## config.mk

```make
export PLATFORM = sky130hd
export DESIGN_NAME = mips_regfile_sb
export DESIGN_NICKNAME = d
export VERILOG_FILES = /design/src/rtl/mips_regfile_sb.sv
export SDC_FILE = /design/constraint.sdc
export NUM_CORES = 2
export LEC_CHECK = 0
export ABC_AREA = 0
export CAP_MARGIN = 30
export CORE_UTILIZATION = 28
export CTS_CLUSTER_DIAMETER = 100
export DETAILED_ROUTE_END_ITERATION = 10
export SLEW_MARGIN = 0
export SYNTH_ARGS = -nofsm -noshare
export SYNTH_HDL_FRONTEND = slang
export SYNTH_SLANG_ARGS = --single-unit
```

## constraint.sdc

```tcl
create_clock -name clk -period 10.6 [get_ports clk]
set_input_delay 2.12 -clock clk [delete_from_list [all_inputs] [get_ports clk]]
set_output_delay 2.12 -clock clk [all_outputs]
set_load 0.01 [all_outputs]
```

## src/rtl/mips_regfile_sb.sv

```systemverilog
// MIPS register file with two bypassed read ports, primary and late write ports,
// and a per-register busy scoreboard that drives read-hazard flags for stall logic.
module mips_regfile_sb #(
    parameter int DATA_WIDTH = 32,
    parameter int ADDR_WIDTH = 5,
    parameter int ZERO_REG   = 1
) (
    input  logic                  clk,
    input  logic                  rst,
    input  logic [ADDR_WIDTH-1:0] read_reg_1,
    input  logic [ADDR_WIDTH-1:0] read_reg_2,
    output logic [DATA_WIDTH-1:0] read_data_1,
    output logic [DATA_WIDTH-1:0] read_data_2,
    input  logic                  signal_reg_write,
    input  logic [ADDR_WIDTH-1:0] write_reg,
    input  logic [DATA_WIDTH-1:0] write_data,
    input  logic                  late_write,
    input  logic [ADDR_WIDTH-1:0] late_reg,
    input  logic [DATA_WIDTH-1:0] late_data,
    input  logic                  busy_set,
    input  logic [ADDR_WIDTH-1:0] busy_set_reg,
    output logic                  hazard_1,
    output logic                  hazard_2,
    output logic [ADDR_WIDTH:0]   pending_count,
    output logic                  write_conflict
);

    localparam int   DEPTH   = 2 ** ADDR_WIDTH;
    localparam logic ZERO_EN = (ZERO_REG != 0);

    logic [DATA_WIDTH-1:0] regs_q [DEPTH];
    logic [DEPTH-1:0]      busy_q;
    logic [DEPTH-1:0]      busy_d;
    logic [ADDR_WIDTH:0]   pending_count_q;
    logic [ADDR_WIDTH:0]   pending_count_d;
    logic                  write_conflict_q;
    logic                  write_conflict_d;

    logic pw_eff;
    logic lw_eff;
    logic bs_eff;
    logic cnt_inc;
    logic cnt_dec;

    // A request aimed at a hardwired-zero register is dropped everywhere.
    assign pw_eff = signal_reg_write && !(ZERO_EN && (write_reg == '0));
    assign lw_eff = late_write && !(ZERO_EN && (late_reg == '0));
    assign bs_eff = busy_set && !(ZERO_EN && (busy_set_reg == '0));

    // Clear first, then set, so a new issue returning-in-the-same-cycle keeps the bit.
    always_comb begin
        busy_d = busy_q;
        if (lw_eff) begin
            busy_d[late_reg] = 1'b0;
        end
        if (bs_eff) begin
            busy_d[busy_set_reg] = 1'b1;
        end
    end

    assign cnt_inc = bs_eff && !busy_q[busy_set_reg];
    assign cnt_dec = lw_eff && busy_q[late_reg] && !(bs_eff && (busy_set_reg == late_reg));

    // The count mirrors busy-bit population, so it is bounded by DEPTH and cannot wrap.
    assign pending_count_d  = pending_count_q
                            + (ADDR_WIDTH + 1)'(cnt_inc)
                            - (ADDR_WIDTH + 1)'(cnt_dec);
    assign write_conflict_d = pw_eff && lw_eff && (write_reg == late_reg);

    always_ff @(posedge clk) begin
        if (rst) begin
            for (int i = 0; i < DEPTH; i++) begin
                regs_q[i] <= '0;
            end
            busy_q           <= '0;
            pending_count_q  <= '0;
            write_conflict_q <= 1'b0;
        end else begin
            for (int i = 0; i < DEPTH; i++) begin
                if (lw_eff && (late_reg == ADDR_WIDTH'(i))) begin
                    regs_q[i] <= late_data;
                end else if (pw_eff && (write_reg == ADDR_WIDTH'(i))) begin
                    regs_q[i] <= write_data;
                end
            end
            busy_q           <= busy_d;
            pending_count_q  <= pending_count_d;
            write_conflict_q <= write_conflict_d;
        end
    end

    // Read ports: late result beats pipeline write beats stored value.
    for (genvar gi = 0; gi < 2; gi++) begin : g_read
        logic [ADDR_WIDTH-1:0] idx;
        logic                  idx_zero;
        logic                  late_hit;
        logic                  prim_hit;
        logic [DATA_WIDTH-1:0] data;
        logic                  hazard;

        assign idx      = (gi == 0) ? read_reg_1 : read_reg_2;
        assign idx_zero = ZERO_EN && (idx == '0);
        assign late_hit = lw_eff && (late_reg == idx);
        assign prim_hit = pw_eff && (write_reg == idx);
        assign data     = idx_zero ? '0
                        : late_hit ? late_data
                        : prim_hit ? write_data
                        : regs_q[idx];
        assign hazard   = busy_q[idx] && !late_hit && !idx_zero;
    end

    assign read_data_1    = g_read[0].data;
    assign read_data_2    = g_read[1].data;
    assign hazard_1       = g_read[0].hazard;
    assign hazard_2       = g_read[1].hazard;
    assign pending_count  = pending_count_q;
    assign write_conflict = write_conflict_q;

endmodule
```

### Word-level counts from Yosys, hierarchy flattened

Memory sizes are Yosys's and may differ from the RTL's.
Index checks and enable logic that the tools add are counted.

| word-level totals | value |
|---|---|
| flip-flop bits (word level) | 39 |
| memories kept | 1 |
| input bits | 94 |
| word-level logic and storage cells | 554 |
| memory bits (writable) | 1024 |
| output and inout port bits | 73 |

Memories:

| memory | depth | bits a word | read ports | clocked after memory_dff | wr ports | RTL line | RTL |
|---|---|---|---|---|---|---|---|
| regs_q | 32 | 32 | 2 | 0 | 32 | 31 | `logic [DATA_WIDTH-1:0] regs_q [DEPTH];` |

| operators by class | value |
|---|---|
| equal/unequal tests | 68 |
| bitwise gates (word level) | 67 |
| muxes and demuxes | 310 |
| add/subtract/negate cells | 2 |
| $lt $le $gt $ge | 6 |
| reduce and logical (&&, ||, !) cells | 97 |

Operator list:

| cell | number |
|---|---|
| $mux 32 | 72 |
| $mux 1 | 232 |
| $eq 5x5->1 const B | 32 |
| $logic_and 1x1->1 | 83 |
| $eq 5x4->1 const B | 16 |
| $or 1x1->1 | 64 |
| $eq 5x3->1 const B | 8 |
| $and 32x32->32 | 1 |
| $not 32->32 | 1 |
| $or 32x32->32 | 1 |
| $eq 5x5->1 | 6 |
| $logic_not 5->1 | 5 |
| $lt 5x6->1 const B | 4 |
| $bmux 1 s5 | 4 |
| $eq 5x2->1 const B | 4 |
| $demux 1 s5 | 2 |
| $eq 5x1->1 const B | 2 |
| $ge 5x1->1 const B | 2 |
| $logic_not 1->1 | 9 |
| $add 6x1->6 | 1 |
| $sub 6x1->6 | 1 |

### Longest topological paths before layout

| logic depth | value |
|---|---|
| word-level depth | 9 |
| mapped depth | 16 |

### Worst setup path before layout

OpenSTA, ideal clock, no wires.

| timing path | value |
|---|---|
| path kind | input-to-output |
| start | input port read_reg_2[0] |
| end | output port read_data_2[15] |
| setup slack | 4.575 ns |
| data arrival time | 3.905 ns |
| cell stages on the path | 8 |
| cells stage by stage | buf_4 -> buf_6 -> buf_4 -> buf_2 -> mux4_2 -> o22ai_1 -> nor4_1 -> a221o_1 |

| on the way | value |
|---|---|
| word-level cells in the longest chain between the ends | 5 |
| elaborated cells on any way between the ends | 9 |
| those cells by class | 2 x eq/ne; 3 x mux; 3 x reduce/logical; 1 x memory |

Ends and longest elaborated chain:

| item | RTL line | RTL |
|---|---|---|
| start, declared | 11 | `input logic [ADDR_WIDTH-1:0] read_reg_2,` |
| branches (longest 4 deep; another with $mem_v2 32x32) | - |  |
| $mux 32 * | 105 | `assign data = idx_zero ? '0` |
| end, declared | 13 | `output logic [DATA_WIDTH-1:0] read_data_2,` |

Mark *: on every way between the ends.

### Worst setup path after layout

| timing path | value |
|---|---|
| start | input port late_reg[0] |
| end | output port read_data_2[25] |

| on the way | value |
|---|---|
| word-level cells in the longest chain between the ends | 6 |
| elaborated cells on any way between the ends | 7 |
| those cells by class | 1 x eq/ne; 2 x mux; 4 x reduce/logical |

Ends and longest elaborated chain:

| item | RTL line | RTL |
|---|---|---|
| start, declared | 18 | `input logic [ADDR_WIDTH-1:0] late_reg,` |
| $logic_not 5->1 | 47 | `assign lw_eff = late_write && !(ZERO_EN && (late_reg == '0));` |
| $logic_not 1->1 | 47 |  |
| $logic_and 1x1->1 | 47 |  |
| $logic_and 1x1->1 * | 103 | `assign late_hit = lw_eff && (late_reg == idx);` |
| $mux 32 * | 106 | `: late_hit ? late_data` |
| $mux 32 * | 105 |  |

Mark *: on every way between the ends. The rest lies on a longest branch, timed or not.

==> flow_summary_export.csv <==
group,metric,value,unit
sta,fin_crit_sh,86.15,%
placed_design,io_buffers,166,
finish,final-seq-area,31530,um2
pwr,ir_drop,132.5,uV
worst_setup_path,cp_max_fo,18,
floorplan,fp-row-count,173,
finish,fin_util,32.14,%
pwr,comb_power_share,16.9,%
synth,ys_types,76,
worst_setup_path,critPathCaptureType,"output pin",
sta,worst_hold_slack,0.5053,ns
finish,area_delta_synth_final,13.98,%
global_route,grt_usage,25.56,%
synth,async_flop_share,0,%
pwr,swShare,28.45,%
worst_setup_path,cp.required,8.48,ns
placed_design,hpwl,170000,um
synth,yosys_warnings,0,
global_route,grt_pass1_wl,400900,um
floorplan,dieWidth,475.2,um
global_route,grt_overflow_total,0,
worst_setup_path,startpoint_type,"input pin",
hold_path,hold_start,"busy_q[25]",
floorplan,die_height,475.2,um
synth,synth_ff_type,"edfxtp_1",
synth,synth_largest_area_cell,"edfxtp_1",
worst_setup_path,r2r_cells,13,
cts,cts_setup_buffers,0,
synth,synth_area_leaders,"edfxtp_1 49%, mux4_2 16%, o21ai_0 5.7%",
pwr,clkPwrFrac,36.2,%
synth,synth-seq-cells,1063,
sta,fmax,0.1095,GHz
worst_setup_path,critPathMaxStageDelay,0.71,ns
routing,drtAntennaViolNets,0,
hold_path,min_to,"busy_q[25]",
routing,first_pass_iters,8,
synth,synth_edf_count,1024,
cts,ctsResizeCount,0,
finish,stdcell_area,71450,um2
sta,slew_headroom,24.02,%
global_route,grt_pass1_vias,49370,
routing,vias,53080,
pwr,finalPower,10.90,mW
sta,maxSlewViolCount,0,
synth,seq_area_frac_synth,50.30,%
cts,cts_root_buf,"clkbuf_16",
finish,fillers,21890,
sta,rsz0062_at_grt,"no",
synth,synth_top_area_share,49.05,%
routing,wl,297500,um
global_route,antenna_found_initial,31,
finish,fin_nets,5240,
worst_setup_path,critPathMostFrequentCell,"clkdlybuf4s50_1",
sta,setup_viol,0,
sta,skew,0.01068,ns
worst_setup_path,critical_path_class,"input pin to output pin",
worst_setup_path,r2r_end,"pending_count[4]",
floorplan,core,222300,um2
synth,synth.cell_area,62690,um2
worst_setup_path,crit_family,"simple AND/OR/NAND/NOR gates",
cts,htreeDepth,3,
floorplan,initial_core_util,28.20,%
routing,routedWlPerCell,36.17,um
floorplan,io_pins,167,
status,outcome,"finished clean",
pwr,total_leakage_power,22.82,nW
worst_setup_path,crit_slowest_cell,"nor4_1",
hold_path,min_path_type,"flop to flop",
routing,drc,0,
global_route,grt_max_degree,87,
hold_path,hold_depth,2,
routing,via_per_inst,6.452,
floorplan,die_area,225800,um2
cts,hold_buffers,0,
worst_setup_path,crit_buf_inv,3,
synth,syn_avg_cell_area,11.85,um2
cts,cts_tree,"built",
worst_setup_path,r2r-start,"busy_q[31]",
sta,period_minus_slack,9.132,ns
pwr,pwr-share-seq,46.9,%
run,maxCapViolCount,0,
finish,drive_gt1_share,18.50,%
pwr,intPower,7.798,mW
pwr,p_switching,3.101,mW
routing,first_iter_violations,10130,
cts,cts_buffer_depth,3,
cts,worst_skew_pair.late_latency,0.74,ns
worst_setup_path,r2r_slack,7.28,ns
placed_design,gp_congestion,0.9423,
sta,hold_viol,0,
sta,tns,0,ns
cts,cts.sinks,1063,
pwr,power_density,152.5,nW/um2
cts,cts_buffers,105,
cts,clk_pin_slew,0.06,ns
worst_setup_path,arrival,7.01,ns
finish,multiInputGateArea,28900,um2
worst_setup_path,crit_path_cell_trace,"clkdlybuf4s50_1 > or2_2 > o41ai_4 > or3_1 > buf_4 > nand3b_4 > nor4_1 > a221o_1 > clkdlybuf4s50_1",
sta,worst_slew_pin_slew,1.140,ns
synth,netlist_instances,5291,
placed_design,place_area,67710,um2
==> cells by family (layout without fill, tap and decap cells) <==
| logic type | after synthesis | in the layout | synth area share [%] |
|---|---|---|---|
| AO/OA/AOI/OAI | 1510 | 1510 | 15.51 |
| AND/OR/NAND/NOR | 1317 | 1317 | 9.020 |
| flip-flops | 1063 | 1063 | 50.30 |
| buffers and inverters | 697 | 602 | 4.868 |
| multiplexers | 661 | 661 | 19.66 |
| XOR/XNOR | 35 | 35 | 0.4890 |
| adder cells (fa/ha/maj) | 7 | 7 | 0.1517 |
| other | 1 | 56 | 0.005982 |
==> per-stage QoR <==
step	instances	setup WS, ns
floorplan	5322	4.575
global placement	7987	1.756
detailed placement	7998	1.766
CTS	8193	1.750
global route	8207	1.617
finish	8226	1.468
==> layout make-up <==
type	instances	share of cell area, %
clock buffer	125	3.842
inverter	14	0.07530
multi-input combinational	3562	40.44
tap	2975	5.210
antenna	24	0.08405
clock inverter	70	1.033
sequential	1063	44.13
timing repair buffer	393	5.187
==> power by group through the flow <==
| stage | Combinational [mW] | Sequential (mW) | Clock, mW |
|---|---|---|---|
| after floorplan | 1.04 | 5.13 | 0 |
| after global placement | 1.75 | 5.16 | 0 |
| after detailed placement | 1.77 | 5.18 | 0 |
| after CTS | 1.77 | 5.09 | 3.92 |
| after global routing | 1.88 | 5.13 | 4.08 |
| final | 1.84 | 5.11 | 3.95 |
==> flip-flops by register name, summed over array words and instances, names as in the netlist <==
signal and cells:
write_conflict 1, busy_q 32, regs_q 1024, pending_count 6
==> layer usage <==
metal,track usage (%),share of wire [%],vias to the layer above
met2,38.25,43,5364
li1,-,-,20200
met5,0.08529,0.046,-
met3,8.599,15,1399
met1,29.79,32,26090
met4,20.67,9.4,24
==> cell usage after synthesis, types with 34 or more instances <==
| master | instances |
|---|---|
| edfxtp_1 | 1024 |
| nand2_1 | 900 |
| o21ai_0 | 709 |
| mux4_2 | 456 |
| clkbuf_1 | 445 |
| a22o_1 | 296 |
| mux2i_1 | 205 |
| nor2_1 | 154 |
| buf_2 | 131 |
| o22ai_1 | 107 |
| a22oi_1 | 89 |
| a21oi_1 | 81 |
| nor2b_1 | 50 |
| buf_4 | 49 |
| buf_1 | 47 |
| nand3_1 | 42 |
| dfxtp_1 | 39 |
| nor4_1 | 36 |
| o21ai_1 | 34 |
==> how the worst max path moves through the flow <==
stage,start,to,slack (ns),cells after the start
floorplan,read_reg_2[0],read_data_2[15],4.57,8
global placement,write_reg[4],read_data_1[18],1.76,9
detailed placement,late_reg[0],read_data_2[25],1.77,9
CTS,late_reg[0],read_data_2[25],1.75,9
global route,late_reg[0],read_data_2[25],1.62,9
finish,late_reg[0],read_data_2[25],1.47,9
==> worst register-to-register path: cells and delay by family, from the launching register on <==
kind	cells	cell delay, ns
AO/OA/AOI/OAI	2	0.28
XOR/XNOR	1	0.17
adder cells (fa/ha/maj)	3	0.97
buffers and inverters	1	0.05
flip-flops	1	0.34
multiplexers	3	1.16
AND/OR/NAND/NOR	3	0.23
==> cells in the final DEF (no fill, tap or decap), types with 14 or more instances in the layout <==
cell type / Yosys / layout
a211oi_1: 31 / 27
a21oi_1: 81 / 80
a221o_1: 27 / 27
a221oi_1: 20 / 20
a22o_1: 296 / 296
a22oi_1: 89 / 89
a31o_2: 17 / 17
a31oi_1: 25 / 25
buf_4: 49 / 205
clkbuf_1: 445 / 18
clkbuf_16: 0 / 107
clkdlybuf4s50_1: 0 / 156
clkinv_1: 3 / 25
clkinv_2: 0 / 20
conb_1: 1 / 32
dfxtp_1: 39 / 39
diode_2: 0 / 24
edfxtp_1: 1024 / 1024
mux2i_1: 205 / 205
mux4_2: 456 / 456
nand2_1: 900 / 890
nand2b_1: 15 / 14
nand3_1: 42 / 40
nand4_1: 29 / 29
nor2_1: 154 / 150
nor2b_1: 50 / 46
nor3_2: 10 / 18
nor4_1: 36 / 35
o211ai_1: 31 / 31
o21ai_0: 709 / 692
o21ai_1: 34 / 34
o21ai_4: 0 / 17
o22ai_1: 107 / 107
xnor2_1: 23 / 23
Note: power is estimated with default switching activity, not from simulation.
